### src/rtl/mc_ctrl_pkg.sv
// Shared types and helpers for the memristor array controller.
// States, program command encodings and the row to word-line mapping.
package mc_ctrl_pkg;

    typedef enum logic [2:0] {
        IDLE, PROG_A, GAP, PROG_B, RD_ARM, RD_EVAL, VERIFY, RESP
    } state_t;

    // {CBL, CSL} commands seen by a selected, enabled cell
    localparam logic [1:0] CMD_M1_CLR = 2'b00;
    localparam logic [1:0] CMD_M0_SET = 2'b01;
    localparam logic [1:0] CMD_M0_CLR = 2'b10;
    localparam logic [1:0] CMD_M1_SET = 2'b11;

    // Returns {cwle, cwlo}: odd rows live on CWLE, even rows on CWLO
    function automatic logic [7:0] row_lines(input logic [2:0] row);
        logic [7:0] v;
        v = '0;
        v[{row[0], row[2:1]}] = 1'b1;
        return v;
    endfunction

    function automatic logic [1:0] prog_cmd(input logic phase_b, input logic bit_v);
        if (phase_b) return bit_v ? CMD_M1_CLR : CMD_M1_SET;
        return bit_v ? CMD_M0_SET : CMD_M0_CLR;
    endfunction

endpackage

### src/rtl/mc_row_decoder.sv
// Registered row decoder driving the array CWLE/CWLO word lines.
// Output is one-hot for the selected row, or all zero when disabled.
module mc_row_decoder
    import mc_ctrl_pkg::*;
(
    input  logic       clk,
    input  logic       rst,
    input  logic       en,
    input  logic [2:0] row,
    output logic [3:0] cwle,
    output logic [3:0] cwlo
);

    always_ff @(posedge clk) begin
        if (rst) begin
            cwle <= '0;
            cwlo <= '0;
        end else begin
            {cwle, cwlo} <= en ? row_lines(row) : 8'h00;
        end
    end

endmodule

### src/rtl/mc_array_ctrl.sv
// Program/read sequencer for the 8x8 memristor array macro.
// Define MC_CTRL_VERIFY_EN to add post-program verify with retry.
module mc_array_ctrl
    import mc_ctrl_pkg::*;
#(
    parameter int PROG_CYCLES = 4,
    parameter int MAX_RETRY   = 2
) (
    input  logic       clk_i,
    input  logic       rst_i,
    input  logic       req_valid_i,
    output logic       req_ready_o,
    input  logic       req_write_i,
    input  logic [2:0] req_row_i,
    input  logic [7:0] req_wdata_i,
    input  logic [7:0] req_wmask_i,
    output logic       rsp_valid_o,
    output logic [7:0] rsp_rdata_o,
    output logic       rsp_err_o,
    output logic [3:0] mc_cwle_o,
    output logic [3:0] mc_cwlo_o,
    output logic [7:0] mc_cblen_o,
    output logic [7:0] mc_cbl_o,
    output logic [7:0] mc_csl_o,
    output logic [7:0] mc_din_o,
    output logic [7:0] mc_dinb_o,
    input  logic [7:0] mc_dout_i
);

    localparam int CW = $clog2(PROG_CYCLES + 1);
    localparam logic [CW-1:0] CNT_LOAD = CW'(PROG_CYCLES - 1);

    state_t        state, state_n, gap_tgt, gap_tgt_n;
    logic [CW-1:0] cnt, cnt_n;
    logic [2:0]    row, row_d;
    logic [7:0]    wdata, wdata_d, wmask, wmask_d, rdata;
    logic          accept, row_en;
    logic [7:0]    cblen_d, cbl_d, csl_d, din_d;
    logic [1:0]    cmd;

    if (PROG_CYCLES < 1 || MAX_RETRY < 0) begin : g_bad_cfg
    end

    assign req_ready_o = (state == IDLE);
    assign accept      = req_valid_i && req_ready_o;
    assign row_d       = accept ? req_row_i   : row;
    assign wdata_d     = accept ? req_wdata_i : wdata;
    assign wmask_d     = accept ? req_wmask_i : wmask;
    assign rsp_rdata_o = rdata;

`ifdef MC_CTRL_VERIFY_EN
    localparam int TW = (MAX_RETRY > 0) ? $clog2(MAX_RETRY + 1) : 1;
    logic [TW-1:0] tries, tries_n;
    logic          wr, err, err_n, miss;

    assign miss      = |((rdata ^ wdata) & wmask);
    assign rsp_err_o = err;

    always_ff @(posedge clk_i) begin
        if (rst_i) begin
            tries <= '0;
            err   <= 1'b0;
            wr    <= 1'b0;
        end else begin
            tries <= tries_n;
            err   <= err_n;
            if (accept) wr <= req_write_i;
        end
    end
`else
    assign rsp_err_o = 1'b0;
`endif

    always_comb begin
        state_n   = state;
        gap_tgt_n = gap_tgt;
        cnt_n     = cnt;
`ifdef MC_CTRL_VERIFY_EN
        tries_n   = tries;
        err_n     = err;
`endif
        unique case (state)
            IDLE: if (accept) begin
                state_n = req_write_i ? PROG_A : RD_ARM;
                cnt_n   = CNT_LOAD;
`ifdef MC_CTRL_VERIFY_EN
                tries_n = '0;
                err_n   = 1'b0;
`endif
            end
            PROG_A: if (cnt == '0) begin
                state_n   = GAP;
                gap_tgt_n = PROG_B;
            end else begin
                cnt_n = cnt - 1'b1;
            end
            GAP: begin
                state_n = gap_tgt;
                cnt_n   = CNT_LOAD;
            end
            PROG_B: if (cnt == '0) begin
`ifdef MC_CTRL_VERIFY_EN
                state_n   = GAP;
                gap_tgt_n = RD_ARM;
`else
                state_n   = RESP;
`endif
            end else begin
                cnt_n = cnt - 1'b1;
            end
            RD_ARM:  state_n = RD_EVAL;
`ifdef MC_CTRL_VERIFY_EN
            RD_EVAL: state_n = wr ? VERIFY : RESP;
            VERIFY: if (!miss) begin
                state_n = RESP;
            end else if (int'(tries) < MAX_RETRY) begin
                state_n   = GAP;
                gap_tgt_n = PROG_A;
                tries_n   = tries + 1'b1;
            end else begin
                state_n = RESP;
                err_n   = 1'b1;
            end
`else
            RD_EVAL: state_n = RESP;
            VERIFY:  state_n = IDLE;
`endif
            RESP:    state_n = IDLE;
            default: state_n = IDLE;
        endcase
    end

    // Array lines are decoded from the next state so they register in step with it
    always_comb begin
        row_en  = 1'b0;
        cblen_d = '0;
        cbl_d   = '0;
        csl_d   = '0;
        din_d   = '0;
        cmd     = '0;
        unique case (state_n)
            PROG_A, PROG_B: begin
                row_en  = 1'b1;
                cblen_d = wmask_d;
                for (int c = 0; c < 8; c++) begin
                    cmd      = prog_cmd(state_n == PROG_B, wdata_d[c]);
                    cbl_d[c] = cmd[1];
                    csl_d[c] = cmd[0];
                end
            end
            RD_ARM: begin
                row_en = 1'b1;
                csl_d  = 8'hFF;
            end
            RD_EVAL: begin
                row_en = 1'b1;
                din_d  = 8'hFF;
            end
            default: ;
        endcase
    end

    always_ff @(posedge clk_i) begin
        if (rst_i) begin
            state       <= IDLE;
            gap_tgt     <= PROG_B;
            cnt         <= '0;
            row         <= '0;
            wdata       <= '0;
            wmask       <= '0;
            rdata       <= '0;
            rsp_valid_o <= 1'b0;
            mc_cblen_o  <= '0;
            mc_cbl_o    <= '0;
            mc_csl_o    <= '0;
            mc_din_o    <= '0;
            mc_dinb_o   <= '0;
        end else begin
            state       <= state_n;
            gap_tgt     <= gap_tgt_n;
            cnt         <= cnt_n;
            row         <= row_d;
            wdata       <= wdata_d;
            wmask       <= wmask_d;
            rsp_valid_o <= (state_n == RESP);
            mc_cblen_o  <= cblen_d;
            mc_cbl_o    <= cbl_d;
            mc_csl_o    <= csl_d;
            mc_din_o    <= din_d;
            mc_dinb_o   <= '0;
            if (accept) begin
                rdata <= '0;
            end else if (state == RD_EVAL) begin
                rdata <= ~mc_dout_i;
            end
        end
    end

    mc_row_decoder u_row_dec (
        .clk  (clk_i),
        .rst  (rst_i),
        .en   (row_en),
        .row  (row_d),
        .cwle (mc_cwle_o),
        .cwlo (mc_cwlo_o)
    );

endmodule

### config.mk
export PLATFORM = sky130hd
export DESIGN_NAME = mc_array_ctrl
export DESIGN_NICKNAME = d
export VERILOG_FILES = /design/src/rtl/mc_ctrl_pkg.sv /design/src/rtl/mc_row_decoder.sv /design/src/rtl/mc_array_ctrl.sv
export SDC_FILE = /design/constraint.sdc
export NUM_CORES = 1
export LEC_CHECK = 0
export BUFFER_PORTS_ARGS = -buffer_cell sky130_fd_sc_hd__buf_4
export CORE_MARGIN = 2
export CORE_UTILIZATION = 30
export CTS_CLUSTER_SIZE = 24
export DETAILED_ROUTE_END_ITERATION = 8
export PLACE_DENSITY_LB_ADDON = 0.12
export SLEW_MARGIN = 0
export SYNTH_ARGS = -nofsm -noshare
export SYNTH_HDL_FRONTEND = slang
export SYNTH_HIERARCHICAL = 1
export SYNTH_SLANG_ARGS = --single-unit
### constraint.sdc
create_clock -name clk_i -period 2.15 [get_ports clk_i]
set_input_delay 0.215 -clock clk_i [delete_from_list [all_inputs] [get_ports clk_i]]
set_output_delay 0.215 -clock clk_i [all_outputs]
set_load 0.02 [all_outputs]
==> results of run 1 <==
==> cell type report <==
class / instances / area (µm²)
repair buffers: 91 / 683
clock inverters: 7 / 68.8
inverters: 6 / 22.5
multi-input cells: 162 / 990
clock buffers: 9 / 124
well taps: 105 / 131
flip-flops and latches: 67 / 1340
fillers: 829 / 4810
==> path summary, 6_finish.rpt <==
check / start / end
min reg2reg: wmask[0] / wmask[0]
max reg2reg: cnt[0] / u_row_dec/cwlo[0]
min: mc_dout_i[3] / rsp_rdata_o[3]
max: cnt[0] / u_row_dec/cwlo[0]
==> power breakdown <==
part           internal (mW)  leakage [nW]  switching, mW
sequential              1.50         0.547          0.118
combinational          0.805         0.863           1.02
clock                  0.530        0.0950          0.472
==> cell usage after synthesis <==
library cell	number
nor3_2	1
a211oi_1	8
nor3_1	1
buf_1	4
nor2b_1	15
nand3b_1	2
ha_1	2
a211oi_2	2
a311oi_1	2
mux2i_4	1
buf_6	2
o21ai_0	4
nor2_1	30
o21a_1	2
a2111oi_4	1
mux2i_1	16
nand2_1	28
nor4_1	2
o31a_1	1
clkbuf_1	7
and3_1	1
nand2b_1	5
a21oi_1	22
nor3b_1	1
or4b_4	1
buf_4	17
or3b_4	1
or2_2	1
dfxtp_1	67
inv_1	6
conb_1	1
or2_1	1
buf_2	2
o31ai_1	1
nor4b_1	1
==> cells by family after synthesis <==
kind of cell	Yosys count	share of synthesized area
adder cells (fa/ha/maj)	2	0.00995
AO/OA/AOI/OAI	43	0.116
flip-flops	67	0.534
other	1	0.00149
buffers and inverters	38	0.0891
multiplexers	17	0.0727
AND/OR/NAND/NOR	91	0.177
==> through the flow <==
stage | worst slack, ps | hold slack, ps
6_report | 137 | 45.5
2_1_floorplan | 230 | 311
3_5_place_dp | 187 | 398
4_1_cts | 157 | 27.5
3_3_place_gp | 224 | 395
5_1_grt | -12.4 | 26.8
==> metal layers <==
layer	vias up	GRT usage	wire length [µm]
met3	10	0.0300	310
met1	851	0.151	2460
li1	991	-	-
met4	0	0.0786	134
met2	62	0.177	2420
met5	-	0	0
==> state kept, by name, summed over array words and instances (netlist names) <==
register and flops:
mc_cbl_o 8, mc_cblen_o 8, mc_csl_o 8, rsp_rdata_o 8, wdata 8, wmask 8, u_row_dec/cwle 4, u_row_dec/cwlo 4
cnt 3, row 3, state 3, mc_din_o 1, rsp_valid_o 1
==> critical path, stage by stage (launching register included) <==
cell and delay, ps:
dfxtp_1 350, inv_1 50, ha_1 200, ha_1 220
o21a_1 190, o21a_1 180, mux2i_1 210, or3b_4 440
nor3_2 100
==> what timing repair did <==
| item | in CTS | in global routing |
|---|---|---|
| hold endpoints to repair | 0 | 0 |
| setup endpoints to repair | 0 | 4 |
| setup buffers | 0 | 1 |
| gates resized for setup | 0 | 1 |
| hold buffers | 0 | 0 |
==> metrics.txt, run 1 <==
Reg clk slew, reported paths 70 ps; CORE AREA between 0.008 and 0.009 mm²; CP startpoint kind register; Yosys cell types 35; DRT antenna net count 0; clk_skew 6.80 ps; Max Cap Viol 0; TritonCTS clock tree yes; Initial DRC Count 50; Slew Viols, Final 0; worst setup path category reg -> reg; post-synth top area cell dfxtp_1; CTS sink count 67; R2R cell count 8; H-tree depth 3; Critical Path AT 2270 ps; Hold Crit Class in -> reg; area post-placement 0.00316 mm²; Power Dens Cells 1320 mW/mm²; Routed WL per cell roughly 12 µm; Setup TNS 0 ps; final RePlAce weighted congestion 0.791; vias per cell 4.28; Post-Layout Cell Count about 450; register bit count reported by yosys 67; # rows 33; Gate Count Post-Synth between 200 and 300; effective utilization at floorplan 0.307; PortBufs 80; Util after Layout 0.411; Mapped Area 0.00251 mm²; setup violators final 0; crit end category register; placed insts between 400 and 500; Mapped Avg Cell Area 9.71 µm²; drt first pass iters 4; Die Y 95.5 µm; Hold Vio Cnt, Final 0; most common cell after layout, fill and taps aside buf_4; gr ovfl total 0; WHS Path Cells 2; Worst-Margin Slew approximately 520 ps; layout cells sized above 1 0.342; top area cells in the synthesized netlist dfxtp_1 (53%), mux2i_1 (6.4%), buf_4 (5.1%), nor2_1 (4.5%), a21oi_1 (4.4%); Total Wirelength 5330 µm; I/O pins 90; area of the die 0.00913 mm²; worst rel slew slack 0.654; Yosys top cell area share 0.534; initial antenna violation count 0; Clock Latency Late Sink 330 ps; post-route cell area 0.00336 mm²; Final min period 2010 ps; leakage power ~1.5 nW; total power 4.45 mW; final net count 370; first-pass GRT wire length 8010 µm; Root Buffer clkbuf_8; hpwl dp 3820 µm; Tcrit/Tclk final 0.936; n_diodes 0; DRC errors left 0; WP data required 2410 ps; register area share after synthesis 0.534; CTS max path bufs 2; flop-to-flop setup slack 140 ps; largest net degree at the start of global routing 40; Tot GR Track Use 0.119; crit path max fanout 4; Syn. warnings 6; most frequent cells in the layout buf_4 (91), dfxtp_1 (67), nor2_1 (30); status completed; area delta synth->final 33.7%; number of global-route vias before repair roughly 1.7k; Num CTS Buffers 9; Max VDD drop roughly 380 µV; fmax 497 MHz; DR vias 1914; Die Wd ~96 µm
(Power assumes the default switching activity.)
==> run 2, diff against run 1 <==
REMOVE_ABC_BUFFERS = 1   (was default)
==> run 2 against run 1 <==
  * Core utilization rose by 0.38 points
  * Maximum frequency rose by 3.3%
  * Cell count fell by 0.45%
  * Die area did not move
  * Critical path type unchanged
  * Largest cell class unchanged
  * Largest power group unchanged
==> metrics.txt, run 2 (synthesis results as in run 1) <==
hpwl dp 3760 µm; drt first pass iters 4; Total Wirelength 5470 µm; worst setup path category reg -> reg; Slew Viols, Final 0; effective utilization at floorplan 0.307; layout cells sized above 1 0.344; I/O pins 90; Clock Latency Late Sink 340 ps; Slowest-stage cell, CP or3b_4; # rows 33; Tot GR Track Use 0.122; Final min period 1950 ps; initial antenna violation count 0; Reg-to-Reg Start cnt[0]; R2R cell count 9; Worst-Margin Slew 552 ps; largest net degree at the start of global routing 40; Initial DRC Count 50; final RePlAce weighted congestion 0.723; WP data required 2430 ps; Num CTS Buffers 9; first-pass GRT wire length about 8300 µm; DR vias 1882; placed insts 428; worst rel slew slack 0.632; hold path startpoint mc_dout_i[3]; CORE AREA ~0.008 mm²; CTS sink count 67; WHS Path Cells 2; number of global-route vias before repair 1745; crit path max fanout 5; Post-CTS Hold Fix Bufs 0; Max VDD drop 418 µV; start point of the critical path cnt[0]; clk_skew 6.61 ps; Routed WL per cell ~12 µm; Post-Layout Cell Count 445; Critical Path AT about 2200 ps; gr ovfl total 0; leakage power 1.51 nW; area of the die approximately 0.0091 mm²; most frequent cells in the layout buf_4 (89), dfxtp_1 (66), nor2_1 (30); CTS max path bufs 2; final net count 368; Reg clk slew, reported paths 70 ps; Tcrit/Tclk final 0.906; status completed; max incr delay on CP roughly 440 ps; Cell Chain, Critical Path inv_1 > ha_1 > ha_2 > nand2_1 > o21ai_0 > o31ai_2 > mux2i_1 > or3b_4 > nor3_2; most common cell after layout, fill and taps aside buf_4; area delta synth->final 34.9%; DRT antenna net count 0; PortBufs 80; setup violators final 0; fmax 513 MHz; TritonCTS clock tree yes; minimum hold slack 47.8 ps; CP startpoint kind register; H-tree depth 3; Die Wd 95.5 µm; n_diodes 0; Hold Crit Class in -> reg; crit end category register; RSZ-0062 raised after global routing false; Die Y 95.5 µm; Hold Vio Cnt, Final 0; Max Cap Viol 0; Root Buffer clkbuf_8; DRC errors left 0; vias per cell 4.23; Power Dens Cells 1360 mW/mm²
-- run 2: cell types whose count changed in the layout (fill, tap and decap cells not counted) --
cell       before  now
clkinv_2        3    0
buf_4          91   89
clkbuf_8        9   11
bufinv_16       1    2
clkinv_4        1    0
dfxtp_1        67   66
dfxtp_2         0    1
ha_1            2    1
ha_2            0    1
inv_6           0    1
-- run 2: worst paths after layout --
| check | slack, ps | end |
|---|---|---|
| max reg2reg | 200 | u_row_dec/cwlo[0] |
| max | 200 | u_row_dec/cwlo[0] |
| min | 50 | rsp_rdata_o[3] |
| min reg2reg | 460 | cnt[0] |
-- run 2: final cells by class --
| class | instances | area [µm²] |
|---|---|---|
| Timing Repair Buffer | 89 | 668 |
| Clock buffer | 11 | 151 |
| Clock inverter | 5 | 83.8 |
| Inverter | 6 | 22.5 |
| Fill cell | 813 | 4780 |
| Tap cell | 105 | 131 |
| Multi-Input combinational cell | 162 | 992 |
| Sequential cell | 67 | 1340 |
-- run 2: power by group --
| part | total [mW] | leakage [nW] | switching, mW | internal [mW] |
|---|---|---|---|---|
| clock network | 1.21 | 0.112 | 0.490 | 0.720 |
| logic | 1.76 | 0.851 | 0.976 | 0.780 |
| registers | 1.65 | 0.548 | 0.148 | 1.51 |
| total | 4.62 | 1.51 | 1.61 | 3.01 |
-- run 2: timing repair --
| action | 4_1_cts | 5_1_grt |
|---|---|---|
| endpoints found under the hold margin | 0 | 0 |
| setup buffers | 0 | 1 |
| gates resized for setup | 0 | 3 |
| setup endpoints to repair | 0 | 4 |
-- run 2: critical path, delay by kind of cell, from the launching register on --
family	cells	cell delay, ps
AOI/OAI and AO/OA	2	230
buffers and inverters	1	40
muxes	1	290
adders and majority gates	2	390
and+or+nand+nor	3	600
DFF	1	340
-- run 2: metrics by stage --
step           worst slack, ps  total power, mW  cell area (µm²)  utilization  setup TNS [ps]
2_1_floorplan            -1120             2.74             2340            -          -42530
3_3_place_gp               173             3.41             3140        0.384               0
3_5_place_dp               131             3.43             3140        0.384               0
4_1_cts                   59.1             4.65             3380        0.413               0
5_1_grt                   11.5             4.92             3390        0.415               0
6_report                   202             4.62             3390        0.415               0
-- run 2: layer usage --
| metal | global-route usage | routed length [µm] |
|---|---|---|
| met5 | 0 | 0 |
| met3 | 0.0395 | 339 |
| met4 | 0.0643 | 123 |
| met1 | 0.147 | 2490 |
| met2 | 0.192 | 2520 |
==> run 3, diff against run 2 <==
CELL_PAD_IN_SITES_DETAIL_PLACEMENT = 1   (was default)
CELL_PAD_IN_SITES_GLOBAL_PLACEMENT = 2   (was default)
CORE_UTILIZATION = 29   (was 30)
==> run 3 against run 2 <==
  * Critical path depth unchanged
  * Largest power group unchanged
  * Power decreased by 2.0%
  * Clock skew decreased by 0.76 ps
  * Clock-buffer cell count decreased by 1
  * Clock power decreased by 12%
  * Combinational power increased by 2%
  * Cell count increased by 0.22%
  * Critical endpoint unchanged
  * Worst setup slack got worse by 15 ps
  * Via count increased by 3.9%
==> metrics.txt, run 3 (synthesis results as in run 1) <==
vias per cell 4.38; Post-CTS Hold Fix Bufs 0; Final min period about 2000 ps; first-pass GRT wire length roughly 10000 µm; Tot GR Track Use 0.132; Slowest-stage cell, CP or3b_4; Hold Vio Cnt, Final 0; Initial DRC Count 36; wire length on met2 ~2900 µm; hpwl dp 4200 µm; CP startpoint kind register; placed insts 430; Die Wd 97.1 µm; Fillers between 900 and 1k; I/O pins 90; most frequent cells in the layout buf_4 (90), dfxtp_1 (66), nor2_1 (30); Tcrit/Tclk final 0.913; status completed; Max VDD drop 525 µV; # rows 33; worst rel slew slack 0.606; fmax 509 MHz; final RePlAce weighted congestion 0.711; layout cells sized above 1 0.346; Max Cap Viol 0; Cell Chain, Critical Path inv_1 > ha_1 > ha_2 > nand2_1 > o21ai_0 > o31ai_2 > mux2i_1 > or3b_4 > nor3_2; PortBufs 80; TritonCTS clock tree yes; Routed WL per cell about 13 µm; Post-Layout Cell Count 446; drt first pass iters 5; CTS max path bufs 2; Hold Crit Class in -> reg; most common cell after layout, fill and taps aside buf_4; leakage power between 1.5 and 2 nW; WP data required 2420 ps; Post-CTS Resized 0; Clock Latency Late Sink around 340 ps; final net count 369; WP buf/inv 1; Total Wirelength approximately 6000 µm; number of global-route vias before repair 2016; setup violators final 0; highest routed layer met4; DRC errors left 0; H-tree depth 3; area of the die 0.00943 mm²; Power Dens Cells 1340 mW/mm²; Setup Buffers After CTS 0; Top delay family on crit path simple AND/OR/NAND/NOR gates; crit end category register; Die Y 97.1 µm; clk_skew 5.85 ps; n_diodes 0; max incr delay on CP 430 ps; Met1 Wirelength 2740 µm; DR vias 1955; effective utilization at floorplan 0.303; area delta synth->final 33.9%; Critical Path AT 2230 ps; Routed met3 length 336 µm; initial antenna violation count 0; minimum hold slack 38.9 ps; gr ovfl total 0; Num CTS Buffers 9; largest net degree at the start of global routing 40; Worst-Margin Slew between 500 and 600 ps; Root Buffer clkbuf_8; worst setup path category reg -> reg; Slew Viols, Final 0; CORE AREA 0.00830 mm²; DRT antenna net count 0; Util after Layout 0.406; RSZ-0062 raised after global routing false; CTS sink count 67; crit path max fanout 4; Reg clk slew, reported paths 80 ps
## run 3: final timing paths
path | startpoint | to | slack [ps] | cells after the start
worst min register to register | wmask[6] | wmask[6] | 460 | 2
worst max register to register | cnt[0] | u_row_dec/cwlo[0] | 190 | 9
worst max-delay path | cnt[0] | u_row_dec/cwlo[0] | 190 | 9
worst min-delay path | mc_dout_i[7] | rsp_rdata_o[7] | 40 | 2
## run 3: area by class of cell
type | instances | area (µm²) | share of cell area
Sequential cell | 67 | 1340 | 0.399
Clock buffer | 10 | 138 | 0.0409
Tap cell | 105 | 131 | 0.0390
Multi-Input combinational cell | 162 | 992 | 0.295
Inverter | 6 | 22.5 | 0.00669
Timing Repair Buffer | 90 | 676 | 0.201
Clock inverter | 6 | 63.8 | 0.0190
## run 3: worst reg2reg max path: cells and delay by family (launching register included)
| family | cells | cell delay [ps] |
|---|---|---|
| simple gates | 3 | 620 |
| buf+inv | 1 | 40 |
| flops | 1 | 340 |
| fa+ha+maj | 2 | 380 |
| mux | 1 | 280 |
| compound gates | 2 | 240 |
## run 3: power by group
group          internal (mW)  leakage, nW  switching [mW]
Clock                  0.567       0.0987           0.504
Combinational          0.795        0.856            1.00
Sequential              1.51        0.548           0.152
## run 3: per-layer routing
| layer | vias up | global-route usage |
|---|---|---|
| met3 | 7 | 0.0439 |
| met4 | 0 | 0.0553 |
| li1 | 989 | - |
| met2 | 52 | 0.202 |
| met1 | 907 | 0.169 |
| met5 | - | 0 |
## run 3: stage by stage
stage	area [µm²]	total power [mW]	setup slack (ps)	setup TNS, ps
4_1_cts	3360	4.59	70.5	0
3_5_place_dp	3160	3.49	100	0
2_1_floorplan	2340	2.74	-1120	-42530
3_3_place_gp	3160	3.48	171	0
6_report	3370	4.53	187	0
5_1_grt	3370	4.86	6.56	0
